`config.mk`:
```
export PLATFORM = sky130hd
export DESIGN_NAME = pipelined_add_sub
export DESIGN_NICKNAME = d
export VERILOG_FILES = /design/src/rtl/pipelined_add_sub.sv
export SDC_FILE = /design/constraint.sdc
export NUM_CORES = 1
export LEC_CHECK = 0
export ABC_AREA = 0
export CAP_MARGIN = 15
export CELL_PAD_IN_SITES_DETAIL_PLACEMENT = 0
export CELL_PAD_IN_SITES_GLOBAL_PLACEMENT = 1
export CORE_MARGIN = 2
export CORE_UTILIZATION = 34
export CTS_CLUSTER_SIZE = 8
export DETAILED_ROUTE_END_ITERATION = 6
export PLACE_DENSITY = 0.8
export SLEW_MARGIN = 40
export SYNTH_ARGS = -nofsm -noshare
export SYNTH_HDL_FRONTEND = slang
export SYNTH_SLANG_ARGS = --single-unit
```
`constraint.sdc`:
```
create_clock -name clk -period 2.3 [get_ports clk]
set_input_delay 0.23 -clock clk [delete_from_list [all_inputs] [get_ports clk]]
set_output_delay 0.23 -clock clk [all_outputs]
set_load 0.005 [all_outputs]
```
`src/rtl/pipelined_add_sub.sv`:
```
// Pipelined WIDTH-bit adder/subtractor, carry chain split into STAGES registered chunks.
// Define ADD_SUB_OVERFLOW_EN to add the registered signed-overflow output ovf.
module pipelined_add_sub #(
  parameter int unsigned WIDTH  = 8,
  parameter int unsigned STAGES = 2
) (
  input  logic             clk,
  input  logic             rst,
  input  logic             in_valid,
  output logic             in_ready,
  input  logic [WIDTH-1:0] a,
  input  logic [WIDTH-1:0] b,
  input  logic             cin,
  input  logic             sub,
  output logic             out_valid,
  input  logic             out_ready,
  output logic [WIDTH-1:0] sum,
  output logic             cout
`ifdef ADD_SUB_OVERFLOW_EN
  ,
  output logic             ovf
`endif
);

  localparam int unsigned CW = WIDTH / STAGES;

  logic                 stall;
  logic [STAGES-1:0]    vld_q, vld_d;
  logic [STAGES-1:0]    carry_q, carry_d;
  logic [WIDTH-1:0]     a_q   [STAGES];
  logic [WIDTH-1:0]     a_d   [STAGES];
  logic [WIDTH-1:0]     b_q   [STAGES];
  logic [WIDTH-1:0]     b_d   [STAGES];
  logic [WIDTH-1:0]     res_q [STAGES];
  logic [WIDTH-1:0]     res_d [STAGES];

  logic [WIDTH-1:0]     src_a [STAGES];
  logic [WIDTH-1:0]     src_b [STAGES];
  logic [WIDTH-1:0]     src_r [STAGES];
  logic [STAGES-1:0]    src_c;
  logic [STAGES-1:0]    src_v;
  logic [CW:0]          chunk [STAGES];

  // Global stall: the whole pipe freezes while the output beat is refused.
  always_comb begin
    stall = vld_q[STAGES-1] && !out_ready;
  end

  assign in_ready = !stall;

  // Stage inputs: stage 0 from the ports (b and cin pre-inverted for subtract), others from skew regs.
  always_comb begin
    src_a[0] = a;
    src_b[0] = b ^ {WIDTH{sub}};
    src_c[0] = cin ^ sub;
    src_r[0] = '0;
    src_v[0] = in_valid;
    for (int k = 1; k < STAGES; k++) begin
      src_a[k] = a_q[k-1];
      src_b[k] = b_q[k-1];
      src_c[k] = carry_q[k-1];
      src_r[k] = res_q[k-1];
      src_v[k] = vld_q[k-1];
    end
  end

  // Per-stage chunk add; data registers only load on a valid beat so bubbles leave them untouched.
  always_comb begin
    vld_d   = vld_q;
    carry_d = carry_q;
    a_d     = a_q;
    b_d     = b_q;
    res_d   = res_q;
    for (int k = 0; k < STAGES; k++) begin
      chunk[k] = {1'b0, src_a[k][k*CW +: CW]} + {1'b0, src_b[k][k*CW +: CW]}
               + {{CW{1'b0}}, src_c[k]};
      if (!stall) begin
        vld_d[k] = src_v[k];
        if (src_v[k]) begin
          a_d[k]              = src_a[k];
          b_d[k]              = src_b[k];
          res_d[k]            = src_r[k];
          res_d[k][k*CW +: CW] = chunk[k][CW-1:0];
          carry_d[k]          = chunk[k][CW];
        end
      end
    end
  end

  always_ff @(posedge clk) begin
    if (rst) begin
      vld_q   <= '0;
      carry_q <= '0;
      for (int k = 0; k < STAGES; k++) begin
        a_q[k]   <= '0;
        b_q[k]   <= '0;
        res_q[k] <= '0;
      end
    end else begin
      vld_q   <= vld_d;
      carry_q <= carry_d;
      a_q     <= a_d;
      b_q     <= b_d;
      res_q   <= res_d;
    end
  end

  assign out_valid = vld_q[STAGES-1];
  assign sum       = res_q[STAGES-1];
  assign cout      = carry_q[STAGES-1];

`ifdef ADD_SUB_OVERFLOW_EN
  logic ovf_q, ovf_d;

  // Signed overflow uses the effective (possibly inverted) b operand.
  always_comb begin
    ovf_d = ovf_q;
    if (!stall && src_v[STAGES-1]) begin
      ovf_d = (src_a[STAGES-1][WIDTH-1] == src_b[STAGES-1][WIDTH-1]) &&
              (res_d[STAGES-1][WIDTH-1] != src_a[STAGES-1][WIDTH-1]);
    end
  end

  always_ff @(posedge clk) begin
    if (rst) begin
      ovf_q <= 1'b0;
    end else begin
      ovf_q <= ovf_d;
    end
  end

  assign ovf = ovf_q;
`endif

endmodule

```
==> reports/qor.csv, run 1 <==
stage,metric,value,unit
worst_setup_path,critical path arrival,2.22,ns
route,met2 wire length,1.43,mm
outcome,outcome,"complete, no violations",
worst_setup_path,Setup crit start kind,input pin,
synthesis,Yosys cell types,28,
route,WL final,2.94,mm
power,power density over the cells,574,mW/mm^2
sta,RSZ-0062 raised after global routing,no,
grt,vias in the first global route,1103,
placement,"worst slack, placed",-0.0782,ns
floorplan,Die Ht,67.0,um
cts,Clock Pin Slew Worst Setup and Hold Paths,0.08,ns
cells_and_area,# diodes,0,
power,Sw Share,26.5,%
grt,initial antenna violation count,0,
route,top layer in use,met4,
route,met1 wire length,1.28,mm
cells_and_area,# nets final,208,
power,total power,984,uW
synthesis,fraction of synthesized area in multiplexers,0,%
grt,largest net degree at the start of global routing,24,
synthesis,mapped cell area,0.00135,sq mm
worst_setup_path,worst-path cell chain,"clkdlybuf4s50_1, xor2_1, fa_1, fa_1, a21o_1, a21oi_1, a211oi_1",
cells_and_area,share of layout cells above drive strength 1,9.14,%
synthesis,simple-gate portion of the synthesized area,12.3,%
cts,clk_lat worst skew,0.27,ns
cells_and_area,cell area after layout,0.00171,sq mm
sta,Rel. slew slack,72.6,%
cells_and_area,final cell count without fillers,223,
sta,period utilization,90.6,%
cells_and_area,Syn-to-layout area delta,27.2,%
placement,PortBufs,32,
sta,fmax,0.480,GHz
worst_setup_path,crit path kind,in -> reg,
synthesis,Synth Flop Type,dfxtp_1,
cts,CTS max path bufs,2,
placement,GPL Wtd Cong,0.722,
power,P_int,723,uW
synthesis,cell count after synthesis,149,
run,maximum capacitance violations,0,
synthesis,Mapped Nets,181,
route,DR WL/cell,13.2,um
cts,Root Driver,clkbuf_8,
floorplan,Starting Density,36.0,%
floorplan,Die ar.,0.00448,sq mm
cts,CTS Sinks,24,
cts,Post-CTS Resized,0,
worst_setup_path,"slowest stage delay, CP",0.49,ns
synthesis,number of synthesized flops with an enable pin,0,
power,P_leak,0.633,nW
floorplan,number of top-level pins,33,
synthesis,post-synth top area share,35.7,%
synthesis,synth top area cells,"dfxtp_1 36%, a21oi_1 8.9%, fa_1 5.9%, buf_4 5.6%, ha_1 5.6%",
synthesis,Compound-Gate Fraction of Synth Area,22.1,%
synthesis,post-synthesis adder-cell area fraction,11.5,%
worst_setup_path,"critical path fanouts, max",4,
floorplan,CORE AREA,0.00374,sq mm
cts,CTS buffer count,3,
route,# DRC,0,
floorplan,die width,67.0,um
synthesis,Syn. warnings,0,
power,power share of the combinational group,23.2,%
sta,Final WS setup,0.217,ns
cells_and_area,# fillers,373,
sta,Slew @ Worst Pin,0.409,ns
sta,Final Slew Violations,0,
floorplan,FP Rows,22,
synthesis,"FF+latch count, synth",24,
power,peak supply drop,223,uV
cts,H-tree levels,1,
synthesis,sequential share of the synthesized area,35.7,%
worst_setup_path,"Largest delay share family, worst path",adder cells,
worst_setup_path,crit path buf inv count,1,
power,sequential share of power,47.5,%
placement,dpl hpwl,2.24,mm
worst_hold_path,hold crit path type,reg -> reg,
synthesis,Synth Area per Inst,9.04,sq um
placement,area post-placement,0.00166,sq mm
cts,# hold bufs at CTS,0,
worst_setup_path,CP max-delay cell,clkdlybuf4s50_1,
sta,Sum Neg Setup Slack,0,ns
grt,total congestion overflow,0,
grt,first-pass GRT wire length,4.89,mm
sta,Finish-stage setup viols,0,
sta,Clock Skews,0.00654,ns
worst_setup_path,"Req. time, crit path",2.44,ns
worst_setup_path,Most Frequent Cell on Critical Path,fa_1,
route,Post-DRT Antenna Nets,0,
cts,TritonCTS clock tree,done,
grt,gr usage total,14.4,%
power,NetSw,261,uW
synthesis,ys async rst share,0,%
synthesis,Synth top cells by count,"24 x a21oi_1, 24 x dfxtp_1, 14 x nand3_1, 13 x o21ai_0, 10 x buf_4",
route,vias,1130,
worst_setup_path,critical path endpoint category,register,
synthesis,post-synth top area cell,dfxtp_1,
route,drt pass-1 iters,4,
sta,Final min period,2.08,ns
route,routed wl met3,162,um
sta,Final Hold Vio Count,0,
route,DR vias/cell,5.07,
power,Clk pwr share,29.4,%
cts,post-CTS setup repair buffer count,0,
route,DR iter-0 viols,36,
synthesis,main combinational cell family by area after synthesis,compound AO/OA/AOI/OAI gates,
placement,cell total after placement,219,
synthesis,Post-Synth XOR/XNOR Area,7.15,%
==> cells by family (layout without fill, tap and decap cells) <==
logic type	count (synthesis)	after routing
flip-flops	24	24
AO/OA/AOI/OAI	50	50
buffers and inverters	24	50
XOR/XNOR	11	11
AND/OR/NAND/NOR	30	30
adder cells (fa/ha/maj)	10	10
==> cell usage in the layout (no fill, tap or decap) <==
master,Yosys,layout
nand3_1,14,14
clkbuf_8,0,4
a211oi_2,1,1
nand2b_1,2,2
dfxtp_1,24,24
a2111o_1,2,2
ha_1,6,6
xnor2_1,5,5
a21o_1,1,1
a21oi_1,24,24
o21ai_0,13,13
buf_4,10,8
clkdlybuf4s50_1,0,32
nand2_1,4,4
or2_0,2,2
nor2b_4,1,1
a211oi_1,7,7
xor2_1,6,6
inv_1,4,4
nand4b_1,2,2
inv_2,1,1
fa_1,4,4
nor2_1,2,2
nor2b_1,1,1
nor3_1,2,2
o221ai_1,2,2
clkinv_2,1,1
==> stage by stage <==
stage               util, %  hold WS, ns
finish                 45.8        0.481
detailed placement     44.3        0.470
floorplan                 -        0.378
CTS                    45.8        0.482
global placement       44.3        0.464
global route           45.8        0.506
==> registers in the layout (all words and copies together), names as in the netlist <==
signal   cells
res_q        4
b_q          4
carry_q      2
sum          8
vld_q        2
a_q          4
==> power groups by stage <==
stage | clock [mW] | sequential, mW | combinational [mW]
finish | 0.289 | 0.467 | 0.228
CTS | 0.293 | 0.467 | 0.229
global placement | 0 | 0.476 | 0.221
global route | 0.313 | 0.471 | 0.254
floorplan | 0 | 0.470 | 0.148
detailed placement | 0 | 0.477 | 0.229
==> final cells by class <==
class	instances	area, sq um	area share [%]
multi-input combinational	101	714	41.7
sequential	24	480	28.0
timing repair buffer	40	380	22.2
tap	48	60.1	3.50
inverter	6	23.8	1.39
clock buffer	4	55.1	3.21
==> worst min-delay path, delay by kind of cell (launching register included) <==
kind            cells  cell delay, ns
flops               1            0.31
compound gates      2            0.13
==> path summary, 6_finish.rpt <==
path              cells past startpoint  slack (ns)         end       start
setup / recovery                      7        0.22  carry_q[0]         sub
setup reg to reg                      6        0.76  carry_q[1]  carry_q[0]
hold / removal                        2        0.48      sum[3]      sum[3]
hold reg to reg                       2        0.48      sum[3]      sum[3]
==> metal layers <==
metal  global-route usage (%)  vias to the layer above
met5                        0                        -
met2                     23.1                       46
met1                     18.7                      509
met3                     2.03                        5
li1                         -                      570
met4                     6.89                        0
Note: power is estimated with default switching activity, not from simulation.
==> run 2: changes to the inputs <==
==> constraint.sdc (replaced) <==
create_clock -name clk -period 2.3 [get_ports clk]
set_input_delay 0.23 -clock clk [delete_from_list [all_inputs] [get_ports clk]]
set_output_delay 0.23 -clock clk [all_outputs]
set_load 0.1 [all_outputs]
==> run 2 against run 1 <==
Compared with the run above:
- register-to-register slack hardly changed
- non-clock buffer count is 2 lower
- critical path type unchanged
- routed wire length is 2.9% lower
- flip-flop and latch count stayed put
- critical endpoint unchanged
- clock power is 32% higher
==> reports/qor.csv, run 2 (synthesized netlist as in run 1, its figures left out) <==
stage,metric,value,unit
outcome,outcome,"complete, no violations",
route,drt pass-1 iters,4,
worst_setup_path,crit path kind,in -> reg,
route,DR WL/cell,12.9,um
power,sequential share of power,40.7,%
cts,CTS buffer count,3,
floorplan,FP Rows,22,
sta,period utilization,90.9,%
floorplan,Die ar.,0.00448,sq mm
sta,Rel. slew slack,73.4,%
sta,Clock Skews,0.00337,ns
grt,largest net degree at the start of global routing,25,
cts,post-CTS setup repair buffer count,0,
grt,first-pass GRT wire length,4.62,mm
placement,dpl hpwl,2.18,mm
cells_and_area,"commonest cells after routing, fill and taps aside","24 x a21oi_1, 24 x dfxtp_1, 21 x clkdlybuf4s50_1",
worst_setup_path,Setup crit start kind,input pin,
route,# DRC,0,
grt,total congestion overflow,0,
worst_setup_path,"slowest stage delay, CP",0.49,ns
cts,Clock Pin Slew Worst Setup and Hold Paths,0.09,ns
sta,Finish-stage setup viols,0,
cts,Root Driver,clkbuf_8,
grt,gr usage total,13.6,%
power,NetSw,346,uW
cells_and_area,share of layout cells above drive strength 1,14.5,%
floorplan,Starting Density,36.0,%
run,maximum capacitance violations,0,
sta,RSZ-0062 raised after global routing,no,
sta,Slew @ Worst Pin,0.398,ns
cts,CTS max path bufs,2,
sta,Final Hold Vio Count,0,
cts,Post-CTS Resized,0,
placement,GPL Wtd Cong,0.727,
worst_setup_path,critical path arrival,2.24,ns
worst_setup_path,CP max-delay cell,clkdlybuf4s50_1,
worst_hold_path,hold crit path type,reg -> reg,
worst_setup_path,worst-path cell chain,"clkdlybuf4s50_1, xor2_1, fa_1, fa_1, a21o_1, a21oi_1, a211oi_1",
worst_setup_path,"critical path fanouts, max",4,
cells_and_area,# fillers,391,
power,P_leak,0.655,nW
power,power share of the combinational group,26.0,%
cts,H-tree levels,1,
cells_and_area,# diodes,0,
route,Post-DRT Antenna Nets,0,
cells_and_area,# nets final,206,
floorplan,CORE AREA,0.00374,sq mm
sta,hold slack,0.479,ns
power,Clk pwr share,33.3,%
worst_setup_path,Most Frequent Cell on Critical Path,fa_1,
route,WL final,2.85,mm
sta,Final min period,2.09,ns
floorplan,number of top-level pins,33,
grt,initial antenna violation count,0,
worst_setup_path,"Req. time, crit path",2.45,ns
placement,area post-placement,0.00163,sq mm
route,vias,1115,
grt,vias in the first global route,983,
route,DR vias/cell,5.05,
cells_and_area,cell area after layout,0.00170,sq mm
floorplan,die width,67.0,um
placement,cell total after placement,217,
cts,TritonCTS clock tree,done,
cells_and_area,max FFs per register,8,
cts,CTS Sinks,24,
cells_and_area,Syn-to-layout area delta,26.2,%
power,power density over the cells,674,mW/mm^2
power,total power,1.15,mW
sta,Final Slew Violations,0,
cells_and_area,fin util,45.4,%
worst_setup_path,critical path endpoint category,register,
cts,# hold bufs at CTS,0,
power,peak supply drop,302,uV
power,Sw Share,30.2,%
floorplan,Die Ht,67.0,um
power,P_int,800,uW
cells_and_area,final cell count without fillers,221,
sta,fmax,0.478,GHz
cts,clk_lat worst skew,0.28,ns
route,DR iter-0 viols,35,
placement,PortBufs,32,
## run 2: final timing paths
check	end	start	cells after the start	slack, ns
hold / removal	sum[6]	sum[6]	2	0.48
setup / recovery	carry_q[0]	sub	7	0.21
hold reg to reg	sum[6]	sum[6]	2	0.48
setup reg to reg	sum[5]	carry_q[0]	4	0.76
## run 2: area by class of cell
cell class / instances / area [sq um] / share of cell area (%)
multi-input cells: 101 / 714 / 42.0
flip-flops and latches: 24 / 480 / 28.3
repair buffers: 38 / 350 / 20.6
well taps: 48 / 60.1 / 3.53
clock buffers: 3 / 41.3 / 2.43
clock inverters: 1 / 30.0 / 1.77
inverters: 6 / 23.8 / 1.40
## run 2: through the flow
step / setup WS, ns / setup TNS [ns]
after floorplan: 0.301 / 0
after global placement: -0.0199 / -0.0199
after detailed placement: -0.0737 / -0.0737
after CTS: 0.225 / 0
after global routing: 0.141 / 0
final: 0.210 / 0
## run 2: power by group through the flow
| stage | logic (mW) | clock network [mW] | registers (mW) |
|---|---|---|---|
| final | 0.297 | 0.382 | 0.467 |
| after global routing | 0.322 | 0.401 | 0.471 |
| after CTS | 0.300 | 0.384 | 0.467 |
| after detailed placement | 0.299 | 0 | 0.477 |
| after global placement | 0.292 | 0 | 0.476 |
| after floorplan | 0.207 | 0 | 0.486 |
## run 2: worst max-delay path, delay by kind of cell
kind / cells / cell delay [ns]
xor gates and xnor gates: 1 / 0.21
AOI/OAI and AO/OA: 3 / 0.42
buffers and inverters: 1 / 0.49
adders and majority gates: 2 / 0.87
## run 2: layer usage
layer  share of wire (%)  GRT usage [%]  vias up
met3                 4.2           1.69        5
li1                    -              -      573
met2                  45           21.3       31
met1                  49           17.9      506
met5                   0              0        -
met4                 2.6           8.16        0
